$ cat src/rtl/uart_tx_fifo_param_if.sv
// Host-side bundle of the UART transmitter: FIFO write port plus line and status outputs.
interface uart_tx_fifo_param_if #(
    parameter int DBITS    = 8,
    parameter int FIFO_EXP = 2
);
    logic                write_uart;
    logic [DBITS-1:0]    write_data;
    logic                clear_overflow;
    logic                tx;
    logic                tx_busy;
    logic                fifo_full;
    logic                fifo_empty;
    logic [FIFO_EXP:0]   fifo_count;
    logic                overflow;

    modport master (
        output write_uart, write_data, clear_overflow,
        input  tx, tx_busy, fifo_full, fifo_empty, fifo_count, overflow
    );

    modport slave (
        input  write_uart, write_data, clear_overflow,
        output tx, tx_busy, fifo_full, fifo_empty, fifo_count, overflow
    );
endinterface

$ cat src/rtl/uart_tx_fifo_param.sv
// UART transmitter with configurable data width, parity and stop bits, fed by a small
// circular write FIFO with registered occupancy flags and a sticky overflow flag.
module uart_tx_fifo_param #(
    parameter int DBITS       = 8,
    parameter int SB_TICK     = 16,
    parameter int BR_LIMIT    = 651,
    parameter int BR_BITS     = 10,
    parameter int FIFO_EXP    = 2,
    parameter int PARITY_MODE = 0,
    parameter int STOP_BITS   = 1
) (
    input  logic                 clk_100MHz,
    input  logic                 reset,
    uart_tx_fifo_param_if.slave  bus
);
    localparam int DEPTH = 2 ** FIFO_EXP;
    localparam int SC_W  = $clog2(2 * SB_TICK);

    typedef enum logic [2:0] {IDLE, START, DATA, PARITY, STOP} state_t;

    logic [DBITS-1:0]    mem [DEPTH];
    logic [FIFO_EXP-1:0] wptr, rptr;
    logic [FIFO_EXP:0]   count, cnt_nxt;
    logic                full_r, empty_r, ovf_r;

    state_t              state;
    logic [BR_BITS-1:0]  br_cnt;
    logic [SC_W-1:0]     s_cnt;
    logic [3:0]          n_cnt;
    logic [DBITS-1:0]    shreg;
    logic                par_bit;
    logic                tx_r, busy_r;

    logic                pop, push, tick, bit_end, stop_end;
    logic [DBITS-1:0]    rd_data;

    // A pop only happens from IDLE, so a full FIFO still accepts a write on that cycle.
    assign pop      = (state == IDLE) && !empty_r;
    assign push     = bus.write_uart && (!full_r || pop);
    assign rd_data  = mem[rptr];
    assign tick     = (state != IDLE) && (br_cnt == BR_BITS'(BR_LIMIT - 1));
    assign bit_end  = tick && (s_cnt == SC_W'(SB_TICK - 1));
    assign stop_end = tick && (s_cnt == SC_W'(STOP_BITS * SB_TICK - 1));
    assign cnt_nxt  = count + (FIFO_EXP+1)'(push) - (FIFO_EXP+1)'(pop);

    always_ff @(posedge clk_100MHz) begin
        if (push) mem[wptr] <= bus.write_data;
    end

    always_ff @(posedge clk_100MHz) begin
        if (reset) begin
            wptr    <= '0;
            rptr    <= '0;
            count   <= '0;
            full_r  <= 1'b0;
            empty_r <= 1'b1;
            ovf_r   <= 1'b0;
        end else begin
            if (push) wptr <= wptr + 1'b1;
            if (pop)  rptr <= rptr + 1'b1;
            count   <= cnt_nxt;
            full_r  <= (cnt_nxt == (FIFO_EXP+1)'(DEPTH));
            empty_r <= (cnt_nxt == '0);
            if (bus.write_uart && !push) ovf_r <= 1'b1;
            else if (bus.clear_overflow) ovf_r <= 1'b0;
        end
    end

    // Baud counter idles at 0, so the first tick of a frame lands BR_LIMIT clocks after START entry.
    always_ff @(posedge clk_100MHz) begin
        if (reset || state == IDLE) br_cnt <= '0;
        else if (tick)              br_cnt <= '0;
        else                        br_cnt <= br_cnt + 1'b1;
    end

    always_ff @(posedge clk_100MHz) begin
        if (reset) begin
            state   <= IDLE;
            tx_r    <= 1'b1;
            busy_r  <= 1'b0;
            s_cnt   <= '0;
            n_cnt   <= '0;
            shreg   <= '0;
            par_bit <= 1'b0;
        end else begin
            if (tick) s_cnt <= s_cnt + 1'b1;
            case (state)
                IDLE: begin
                    if (pop) begin
                        shreg   <= rd_data;
                        par_bit <= (^rd_data) ^ (PARITY_MODE == 2);
                        state   <= START;
                        tx_r    <= 1'b0;
                        busy_r  <= 1'b1;
                        s_cnt   <= '0;
                    end
                end
                START: begin
                    if (bit_end) begin
                        s_cnt <= '0;
                        n_cnt <= '0;
                        state <= DATA;
                        tx_r  <= shreg[0];
                    end
                end
                DATA: begin
                    if (bit_end) begin
                        s_cnt <= '0;
                        if (n_cnt == 4'(DBITS - 1)) begin
                            if (PARITY_MODE != 0) begin
                                state <= PARITY;
                                tx_r  <= par_bit;
                            end else begin
                                state <= STOP;
                                tx_r  <= 1'b1;
                            end
                        end else begin
                            n_cnt <= n_cnt + 1'b1;
                            shreg <= shreg >> 1;
                            tx_r  <= shreg[1];
                        end
                    end
                end
                PARITY: begin
                    if (bit_end) begin
                        s_cnt <= '0;
                        state <= STOP;
                        tx_r  <= 1'b1;
                    end
                end
                STOP: begin
                    if (stop_end) begin
                        s_cnt  <= '0;
                        state  <= IDLE;
                        tx_r   <= 1'b1;
                        busy_r <= 1'b0;
                    end
                end
                default: begin
                    state  <= IDLE;
                    tx_r   <= 1'b1;
                    busy_r <= 1'b0;
                end
            endcase
        end
    end

    assign bus.tx         = tx_r;
    assign bus.tx_busy    = busy_r;
    assign bus.fifo_full  = full_r;
    assign bus.fifo_empty = empty_r;
    assign bus.fifo_count = count;
    assign bus.overflow   = ovf_r;
endmodule

$ cat src/flat_wrapper.sv
// flat-port wrapper written by rule: the top's interface ports become plain ports
module uart_tx_fifo_param_flat 
#(
    parameter int DBITS       = 8,
    parameter int SB_TICK     = 16,
    parameter int BR_LIMIT    = 651,
    parameter int BR_BITS     = 10,
    parameter int FIFO_EXP    = 2,
    parameter int PARITY_MODE = 0,
    parameter int STOP_BITS   = 1
)
  (clk_100MHz, reset, bus_write_uart, bus_write_data, bus_clear_overflow, bus_tx, bus_tx_busy, bus_fifo_full, bus_fifo_empty, bus_fifo_count, bus_overflow);
  uart_tx_fifo_param_if #(.DBITS(DBITS), .FIFO_EXP(FIFO_EXP)) bus_i ();
  input  logic clk_100MHz;
  input  logic reset;
  input wire logic [$bits(bus_i.write_uart)-1:0] bus_write_uart;
  input wire logic [$bits(bus_i.write_data)-1:0] bus_write_data;
  input wire logic [$bits(bus_i.clear_overflow)-1:0] bus_clear_overflow;
  output wire logic [$bits(bus_i.tx)-1:0] bus_tx;
  output wire logic [$bits(bus_i.tx_busy)-1:0] bus_tx_busy;
  output wire logic [$bits(bus_i.fifo_full)-1:0] bus_fifo_full;
  output wire logic [$bits(bus_i.fifo_empty)-1:0] bus_fifo_empty;
  output wire logic [$bits(bus_i.fifo_count)-1:0] bus_fifo_count;
  output wire logic [$bits(bus_i.overflow)-1:0] bus_overflow;
  assign bus_i.write_uart = bus_write_uart;
  assign bus_i.write_data = bus_write_data;
  assign bus_i.clear_overflow = bus_clear_overflow;
  assign bus_tx = bus_i.tx;
  assign bus_tx_busy = bus_i.tx_busy;
  assign bus_fifo_full = bus_i.fifo_full;
  assign bus_fifo_empty = bus_i.fifo_empty;
  assign bus_fifo_count = bus_i.fifo_count;
  assign bus_overflow = bus_i.overflow;
  uart_tx_fifo_param #(.DBITS(DBITS), .SB_TICK(SB_TICK), .BR_LIMIT(BR_LIMIT), .BR_BITS(BR_BITS), .FIFO_EXP(FIFO_EXP), .PARITY_MODE(PARITY_MODE), .STOP_BITS(STOP_BITS)) u_core (.clk_100MHz(clk_100MHz), .reset(reset), .bus(bus_i));
endmodule
$ cat config.mk
export PLATFORM = sky130hd
export DESIGN_NAME = uart_tx_fifo_param_flat
export DESIGN_NICKNAME = d
export VERILOG_FILES = /design/src/rtl/uart_tx_fifo_param_if.sv /design/src/rtl/uart_tx_fifo_param.sv /design/src/flat_wrapper.sv
export SDC_FILE = /design/constraint.sdc
export NUM_CORES = 1
export LEC_CHECK = 0
export CAP_MARGIN = 0
export CORE_MARGIN = 5
export CORE_UTILIZATION = 37
export DETAILED_ROUTE_END_ITERATION = 16
export GPL_ROUTABILITY_DRIVEN = 0
export GPL_TIMING_DRIVEN = 1
export SETUP_SLACK_MARGIN = 0.4
export SYNTH_ARGS = -nofsm -noshare
export SYNTH_HDL_FRONTEND = slang
export SYNTH_SLANG_ARGS = --single-unit
$ cat constraint.sdc
create_clock -name clk_100MHz -period 2.3 [get_ports clk_100MHz]
set_clock_uncertainty 0.15 [all_clocks]
set_input_delay 0.575 -clock clk_100MHz [delete_from_list [all_inputs] [get_ports clk_100MHz]]
set_output_delay 0.575 -clock clk_100MHz [all_outputs]
set_load 0.05 [all_outputs]
==> metrics <==
HPWL after detailed placement=approximately 4100 um; Final period util=102%; Die Y-Extent=between 100 and 150 um; Port Buffers=19; number of cells on the critical path=7; Vias per Instance=between 4 and 5; Crit Path Category=reg2reg; final hold slack=0.295 ns; total CTS buffers=9; Leak=1.53 nW; post-route cell area=4240 sq um; # H-tree levels=3; ant diodes=0; DR pass1 iterations=4; drt drc=0; Die Wd=103 um; Final nets=roughly 340; Reg-to-Reg Start=u_core.state[1]; Fmax achieved=~0.43 GHz; Post-Route WL=6250 um; Crit Path Max Fanout=3; row count=33; Core ar.=8300 sq um; run status=complete, but fails checks; failing checks=negative setup slack; Post-synth ARST share=0%; r2r endpoint=u_core.bus.fifo_empty; Reg2Reg Depth=7; power per cell area=~1000 nW/um^2; Max Buffers Root-to-Sink=2; Hold WC Path Type=reg2reg; Yosys warnings=0; Avg Inst Size Synth=about 12 sq um; pre-CTS setup slack=-0.0835 ns; Mapped Nets=between 200 and 300; gr ovfl total=0; Initial Utilization=between 30 and 40%; initial drt markers=75; placed insts=just under 400; Hold Vio Cnt, Final=0; Fill cells=just over 700; Req. time, crit path=around 2.4 ns; number of global-route vias before repair=~2,200; hold_sp=u_core.br_cnt[0]; # IOs=20; WP buf/inv=2; crit path capture=u_core.bus.fifo_empty; slew margin rel.=between 60% and 70%; Total GRT Usage=about an eighth; setup_tns=-0.0480 ns; Post-DP Area=around 3600 sq um; via count=2,128; Antenna Nets Post-Route=0; clock-pin slew on the worst setup and hold paths=about 0.09 ns; CP cell instances=or4_4, buf_6, buf_12, a21boi_4, ha_4, fa_2, o31ai_2; CP Launch Type=register; post-layout util=between 50 and 60%; Routed WL per cell=around 15 um; CTS tree=yes; Mapped Area=roughly 3200 sq um; RSZ-0062 raised after global routing=yes; total power=between 4 and 5 mW; clock period minus worst slack=roughly 2.3 ns; initial antenna violation count=0; maximum VDD drop=roughly 0.56 mV; Yosys cell types=42; Non-Filler Instances=between 400 and 500; critical path's largest stage delay=~0.53 ns; most frequent cells in the layout=nor2_1 (43), dfxtp_1 (38), edfxtp_1 (32); most common cell after layout, fill and taps aside=nor2_1; Clock Latency Late Sink=~0.35 ns; # setup viols final=3; slew of the pin with the lowest slew margin=between 0.5 and 0.6 ns; Hold Path Stages=1; post-synthesis sequential area ratio=57.8%; first-pass GRT wire length=between 10,000 and 15,000 um; post-route setup slack=-0.0388 ns; CP arrival=2.46 ns; Most used DFF post-synth=dfxtp_1; CP startpoint=u_core.state[1]; Slowest cell on crit path=or4_4; area delta synth->final=32.8%; max-cap violations=0; largest net degree at the start of global routing=19; die area=between 10,000 and 15,000 sq um; cts hold-fix bufs=0; clock sinks=76; Slew Viols, Final=0; reg2reg setup slack=-0.04 ns; CP endpoint kind=register; share of cells above drive strength 1=35.8%; Mapped Cells=270; synthesis-stage register bit count=76; delay-heaviest family, CP=adder cells; Post-synth EDFFs=32; clock root cell=clkbuf_8
[cell type report]
cell class | instances | area, sq um | area share, %
inverters | 14 | 57.6 | 1.36
flip-flops and latches | 76 | 1850 | 43.7
well taps | 105 | 131 | 3.10
clock buffers | 9 | 124 | 2.92
clock inverters | 7 | 98.8 | 2.33
repair buffers | 49 | 463 | 10.9
multi-input cells | 169 | 1510 | 35.6
[worst min-delay path by stage]
stage / slack [ns] / endpoint
after floorplan: 0.28 / u_core.br_cnt[0]
after global placement: 0.29 / u_core.br_cnt[0]
after detailed placement: 0.30 / u_core.br_cnt[0]
after CTS: 0.28 / u_core.br_cnt[0]
after global routing: 0.32 / u_core.br_cnt[0]
final: 0.30 / u_core.br_cnt[0]
[layer usage]
| metal | vias to the layer above | track usage [%] | routed length, um |
|---|---|---|---|
| li1 | 1065 | - | - |
| met5 | - | 0 | 0 |
| met4 | 0 | 6.87 | 142 |
| met1 | 1016 | 16.8 | 2950 |
| met3 | 12 | 3.25 | 211 |
| met2 | 35 | 21.4 | 2940 |
[repair_timing]
item,CTS,global route
buffers inserted,14,3
endpoints found under the setup margin,59,69
gates cloned,1,0
pin swaps,18,12
gates resized for setup,62,13
[flip-flops by register name, indices dropped and copies added (netlist names), named ones only]
name / flops
u_core.n_cnt: 4
u_core.state: 3
u_core.bus.overflow: 1
u_core.shreg: 8
u_core.bus.tx: 1
u_core.bus.tx_busy: 1
u_core.bus.fifo_full: 1
u_core.bus.fifo_count: 3
u_core.mem: 32
u_core.wptr: 2
u_core.rptr: 2
u_core.s_cnt: 5
u_core.bus.fifo_empty: 1
u_core.br_cnt: 10
[synth_stat cells (all sizes together), types with 7 or more instances]
cell	instances	share of area (%)
a21oi	13	2.0
clkbuf	10	1.2
dfxtp	44	28
edfxtp	32	30
ha	11	4.3
inv	14	1.6
mux4	8	5.7
nand3	16	2.5
nor2	44	5.2
o21ai	7	1.1
o221a	7	2.5
xor2	8	2.2
[cell families after synthesis]
family,Yosys count,share of synthesized area [%]
buffers and inverters,26,3.30
XOR/XNOR,14,3.85
flip-flops,76,57.8
AO/OA/AOI/OAI,36,7.97
adder cells (fa/ha/maj),12,4.95
multiplexers,10,6.28
AND/OR/NAND/NOR,96,15.9
[power breakdown]
part / leakage, nW / switching [mW] / total (mW) / internal (mW)
clock network: 0.111 / 0.516 / 1.13 / 0.616
logic: 0.758 / 0.751 / 1.47 / 0.718
registers: 0.656 / 0.183 / 1.81 / 1.62
total: 1.53 / 1.45 / 4.41 / 2.96
No activity file was read; power rests on OpenSTA's default activity.
==> edit 1: new RTL, same flow settings <==
`FIFO_EXP` is set to 2 in 3 places; all go to 1.
--- a/src/rtl/uart_tx_fifo_param_if.sv
+++ b/src/rtl/uart_tx_fifo_param_if.sv
@@ -1,7 +1,7 @@
 // Host-side bundle of the UART transmitter: FIFO write port plus line and status outputs.
 interface uart_tx_fifo_param_if #(
     parameter int DBITS    = 8,
-    parameter int FIFO_EXP = 2
+    parameter int FIFO_EXP = 1
 );
     logic                write_uart;
     logic [DBITS-1:0]    write_data;
--- a/src/rtl/uart_tx_fifo_param.sv
+++ b/src/rtl/uart_tx_fifo_param.sv
@@ -5,7 +5,7 @@
     parameter int SB_TICK     = 16,
     parameter int BR_LIMIT    = 651,
     parameter int BR_BITS     = 10,
-    parameter int FIFO_EXP    = 2,
+    parameter int FIFO_EXP    = 1,
     parameter int PARITY_MODE = 0,
     parameter int STOP_BITS   = 1
 ) (
--- a/src/flat_wrapper.sv
+++ b/src/flat_wrapper.sv
@@ -5,7 +5,7 @@
     parameter int SB_TICK     = 16,
     parameter int BR_LIMIT    = 651,
     parameter int BR_BITS     = 10,
-    parameter int FIFO_EXP    = 2,
+    parameter int FIFO_EXP    = 1,
     parameter int PARITY_MODE = 0,
     parameter int STOP_BITS   = 1
 )
Interface: changed (resized bus_fifo_count); port bits go from 20 to 19. No check against the original RTL was run, so the function may have changed too.
==> edit 1 against the unedited design <==
- final area shrank 19%
- synthesized cell count decreased by 7.0%
- critical path depth grew 1
- synthesized area down 21%
- worst setup slack improved by 180 ps
- clock power decreased by 53%
- sequential cell count is 20 lower
- power fell by 34%
- routed wire length is 10% lower
- worst hold slack gained 11 ps
- die area fell by 19%
- critical path type unchanged
- largest cell class is now multi-input combinational cells
- highest routed layer unchanged
==> edit 1: results (changes against the unedited design) <==
** Status
- The flow ran to the end, and the final reports show no timing, DRC or antenna violations.

** Cells and area
- Fraction of layout instances using a drive strength above 1 :: 0.351 (-0.00703)
- Number of fill cells :: 601 (-15%)
- The combined area of the multi-input logic cells is 1420 um2 (-6.2%).
- The largest registers in the layout are u_core.mem (16), u_core.br_cnt (10), u_core.shreg (8).
- The count of antenna diodes in the layout came to 0 (unchanged).
- Total Nets Final :: 320 (-6.7%)

** Synth
- By area the synthesized netlist is led by dfxtp_1 (32%), edfxtp_1 (19%), mux2i_1 (6.8%).
- The sequential-to-total area share from yosys stat is 0.510 (-0.0680).
- Post-synth ARST share :: 0 (unchanged)
- Sorting the synthesized cells by how often they occur yields dfxtp_1 (40), nor2_1 (30), nand2_1 (21).
- Post-Synthesis Net Count :: 270 (-8.2%)
- Synthesized area per cell :: 10.0 um2 (-15%)
- Distinct cell type count of the synthesized netlist :: 45 (+7.1%)
- Post-synthesis cell type with the largest combined area :: dfxtp_1
- The number of synthesized flops with an enable pin was 16 (-50%).
- Count of synthesis-stage warnings from yosys :: 0 (unchanged)

** GRT
- The first-pass GRT wire length was 9.16 mm (-14%).
- The number of antenna violations at the first check in global routing was 0 (unchanged).
- Aggregate global-route resource usage :: 0.134 (+0.000528)
- Number of global-route vias before repair :: 1,973 (-11%)
- The largest net degree at the start of global routing was 18 (-1).

** Clock network
- Clock insertion delay at the later pin of the skew report :: 310 ps (-40 ps)
- The clock tree buffer depth came to 2 (unchanged).
- The maximum level of the CTS H-tree was 2 (-1).
- The TritonCTS buffer count is 5 (-4).
- Buffer type at the clock tree root :: clkbuf_8
- After clock tree synthesis, the clock-pin slew on the worst setup and hold paths is 100 ps.

** Place
- The placed standard-cell area came to 2950 um2 (-19%).
- IO buf count :: 18 (-1)
- The post-placement cell count came to 355 (-10%).
- Worst slack, placed :: 34.4 ps (+118 ps)
- Final HPWL DP :: 3.57 mm (-13%)

** Drt
- The total iterations of the first detailed-routing run came to 4 (unchanged).
- The wire length per cell after detailed routing is 14.7 um (+0.75%).
- DR vias/cell :: 5.23 (+5.4%)
- The first-iteration detailed-routing DRC count came to 158 (+110%).
- Drt total wl :: 5.61 mm (-10%)

** Power and ir drop
- Lkg Pwr :: 1.23 nW (-20%)
- The internal power component was 1.89 mW (-36%).
- The maximum ir drop on the vdd rail came to 0.599 mV (+6.5%).

** Timing
- Maximum frequency from static timing analysis :: 0.463 GHz (+8.3%)
- Worst slew pin tran :: 551 ps (+23.7 ps)

** Setup path
- CP max-delay cell :: or3_4
- Arrival time at the worst endpoint :: 2250 ps (-210 ps)
- Maximum net fanout on the critical path :: 8 (+5)
- The cell family contributing the most delay on the critical path is simple AND/OR/NAND/NOR gates.
- The critical path's largest stage delay was 390 ps (-140 ps).

** Hold path
- Min-Delay Path Class :: flip-flop to flip-flop
==> edit 1: repair_timing <==
action	CTS	global route
hold buffers	0	0
setup buffers	14	4
pin swaps	20	19
gates cloned	0	1
gates resized for setup	54	27
setup endpoints to repair	58	51
==> edit 1: final cells by class <==
class / count / share of cell area
clock buffer: 6 / 0.0210
clock inverter: 2 / 0.00399
inverter: 8 / 0.0102
multi-input combinational: 173 / 0.410
sequential: 56 / 0.374
tap: 80 / 0.0290
timing repair buffer: 57 / 0.152
==> edit 1: final timing paths <==
check / from / slack (ps) / to / cells after the start
setup reg to reg: u_core.s_cnt[0] / 140 / u_core.shreg[0] / 8
hold / removal: u_core.br_cnt[0] / 310 / u_core.br_cnt[0] / 1
hold reg to reg: u_core.br_cnt[0] / 310 / u_core.br_cnt[0] / 1
setup / recovery: u_core.s_cnt[0] / 140 / u_core.shreg[0] / 8
==> edit 1: metal layers <==
metal / global-route usage / part of all wire
met1: 0.170 / 0.47
met5: 0 / 0
met3: 0.0325 / 0.033
met4: 0.0569 / 0.022
met2: 0.217 / 0.48
==> edit 1: cell families after synthesis <==
| group | after synthesis | share of synthesized area |
|---|---|---|
| DFF | 56 | 0.510 |
| buffers and inverters | 23 | 0.0378 |
| xor gates and xnor gates | 15 | 0.0523 |
| adders and majority gates | 8 | 0.0388 |
| muxes | 17 | 0.0677 |
| and+or+nand+nor | 93 | 0.181 |
| AOI/OAI and AO/OA | 39 | 0.113 |
==> edit 1: power groups by stage <==
stage	Sequential [mW]	Clock, mW	Combinational [mW]
2_1_floorplan	1.39	0	0.569
4_1_cts	1.29	0.550	0.979
3_5_place_dp	1.31	0	0.925
6_report	1.29	0.532	1.08
3_3_place_gp	1.31	0	0.910
5_1_grt	1.31	0.596	1.17
==> edit 2: new RTL, same flow settings <==
Made on the original files. Make the reset (`reset`) asynchronous in 2 clocked blocks.
--- a/src/rtl/uart_tx_fifo_param.sv
+++ b/src/rtl/uart_tx_fifo_param.sv
@@ -47,7 +47,7 @@
         if (push) mem[wptr] <= bus.write_data;
     end
 
-    always_ff @(posedge clk_100MHz) begin
+    always_ff @(posedge clk_100MHz or posedge reset) begin
         if (reset) begin
             wptr    <= '0;
             rptr    <= '0;
@@ -73,7 +73,7 @@
         else                        br_cnt <= br_cnt + 1'b1;
     end
 
-    always_ff @(posedge clk_100MHz) begin
+    always_ff @(posedge clk_100MHz or posedge reset) begin
         if (reset) begin
             state   <= IDLE;
             tx_r    <= 1'b1;
Behaviour: differs if reset is asserted again (counterexample within 4 cycles, from zero or initial values and one cycle with reset high); with reset held inactive, the same outputs for 10 cycles.
==> edit 2 against the unedited design <==
- worst setup slack improved by 160 ps
- routed wire length about the same
- final area increased by 3.1%
- sequential cell count fell by 2
- first-iteration DRC count decreased by 37%
- synthesized area increased by 6.1%
- critical endpoint is now u_core.bus.fifo_full
Power is not compared: it rests on default switching activity, and its combinational part moved more than twofold at a synthesized area within 25%.
==> edit 2: results (changes against the unedited design) <==
** Status
- The flow ran to the end, and the final reports show no timing, DRC or antenna violations.

** Cells and area
- Count of inserted antenna diode cells :: 0 (unchanged)
- The proportion of layout cells with a drive suffix above 1 is 0.389 (+0.0312).
- Leading registers by flop count :: u_core.mem (32), u_core.br_cnt (10), u_core.shreg (8)
- The post-layout net count came to 335 (-2.3%).

** Hold path
- The tightest min-delay check is of the flip-flop to flip-flop type.
- Count of cells along the worst hold path :: 2 (+1)

** Synth
- The commonest cells after synthesis are edfxtp_1 (32), dfrtp_1 (30), nor2_1 (20).
- Distinct cell type count of the synthesized netlist :: 58 (+38%)
- The number of synthesized flops with an enable pin is 32 (unchanged).
- The mux share of post-synthesis cell area came to 0.112 (+0.0496).
- The XOR/XNOR share of the synthesized area was 0.0337 (-0.00481).
- The sequential-to-total area share from yosys stat is 0.581 (+0.00291).
- Synth Area in Compound Gates :: 0.0536 (-0.0260)
- Post-Synthesis Net Count :: 279 (-5.1%)
- Count of synthesis-stage warnings from yosys :: 0 (unchanged)
- Post-synth ARST share :: 0.432 (+0.432)
- Most frequently used flop master after synthesis :: edfxtp_1
- Top post-synthesis cells by area :: edfxtp_1 (28%), dfrtp_1 (22%), dfxtp_1 (5.9%)
- The arithmetic-cell share of the synthesized area counting full adders, half adders and majority gates came to 0.0499 (+0.000475).

** GRT
- Total overflow reported by the global router :: 0 (unchanged)
- The first-pass GRT wire length is 10.7 mm (-0.39%).
- The total routing usage reported by global routing was 0.120 (-0.0130).
- The number of antenna violations at the first check in global routing came to 0 (unchanged).
- The via count of the first global-routing pass is 2,178 (-1.4%).
- Maximum number of pins on one net before global-route repair :: 33 (+14)

** Drt
- The ratio of routed vias to standard cells was 5.03 (+1.3%).
- Wire length per cell after detailed routing :: 14.7 um (+1.1%)
- Iter 0 DRT Violations :: 47 (-37%)
- The total iterations of the first detailed-routing run came to 4 (unchanged).

** Timing
- Worst slew pin tran :: 415 ps (-112 ps)

** Place
- Dpl cell area :: 3860 um2 (+6.3%)
- IO buf count :: 19 (unchanged)
- The estimated wirelength of the detail-placed design came to 4.23 mm (+3.7%).

** Setup path
- The arrival time reported for the critical path endpoint was 2300 ps (-160 ps).
- Logic depth of the worst register-to-register path :: 10 (+3)
- Maximum net fanout on the critical path :: 4 (+1)

** Clock network
- The TritonCTS buffer count came to 9 (unchanged).
- Number of buffers on the longest clock path :: 2 (unchanged)
- Clock input transition at the sequential cells of the worst setup and hold paths :: 80 ps
- The clock latency on the worst-skew pair is 350 ps (about the same).
- Number of H-tree levels :: 3 (unchanged)
- Buffer type at the clock tree root :: clkbuf_8

** Power and ir drop
- Worst ir drop on vdd :: 0.499 mV
- Summed over all cells, the static leakage comes to 1.70 nW.
edit 2: repair_timing:
item,in CTS,in global routing
resized for setup,23,26
pin swaps,10,18
buffers inserted,12,8
cloned,0,0
hold buffers,0,0
setup endpoints to repair,56,65
edit 2: kinds of logic (layout without fill, tap and decap cells):
group,after synthesis,in the layout
buffers and inverters,23,84
AND/OR/NAND/NOR,80,80
flip-flops,74,74
multiplexers,26,26
XOR/XNOR,13,13
AO/OA/AOI/OAI,26,26
adder cells (fa/ha/maj),13,13
edit 2: routing by layer:
layer / global-route usage / share of wire
met1: 0.163 / 0.50
met4: 0.0389 / 0.012
met5: 0 / 0
met2: 0.184 / 0.46
met3: 0.0391 / 0.027
edit 2: layout make-up:
cell class | instances | area, um2
timing repair buffer | 53 | 477
sequential | 74 | 1960
clock inverter | 7 | 82.6
inverter | 15 | 60.1
fill | 764 | 4440
clock buffer | 9 | 124
tap | 108 | 135
multi-input combinational | 158 | 1530
edit 2: path summary, 6_finish.rpt:
| kind | slack (ps) | endpoint | from |
|---|---|---|---|
| min in group asynchronous | 560 | u_core.s_cnt[2] | reset |
| min | 340 | u_core.bus.tx | u_core.bus.tx |
| max in group asynchronous | 1110 | u_core.bus.tx | reset |
| min reg2reg | 340 | u_core.bus.tx | u_core.bus.tx |
| max | 130 | u_core.bus.fifo_full | u_core.state[0] |
| max reg2reg | 130 | u_core.bus.fifo_full | u_core.state[0] |
edit 2: through the flow:
stage	instances	setup WS [ps]	total power [mW]	TNS, ps
6_report	424	126	3.43	0
2_1_floorplan	255	-31.0	2.18	-50.7
3_5_place_dp	388	-143	2.39	-289
5_1_grt	424	0.260	3.62	0
3_3_place_gp	388	-119	2.38	-230
4_1_cts	416	119	3.46	0
edit 2: critical path: stages, from the launching register on:
cell and delay, ps:
dfrtp_1 410, nor3_4 210, nand2_2 110, inv_2 90, ha_4 190, inv_2 50
ha_4 110, inv_2 30, fa_2 340, xnor2_2 210, nor3b_2 180
edit 2: where the power goes:
part	switching [mW]	total [mW]	internal, mW
Combinational	0.408	0.726	0.318
Sequential	0.0829	1.65	1.56
Clock	0.539	1.06	0.520
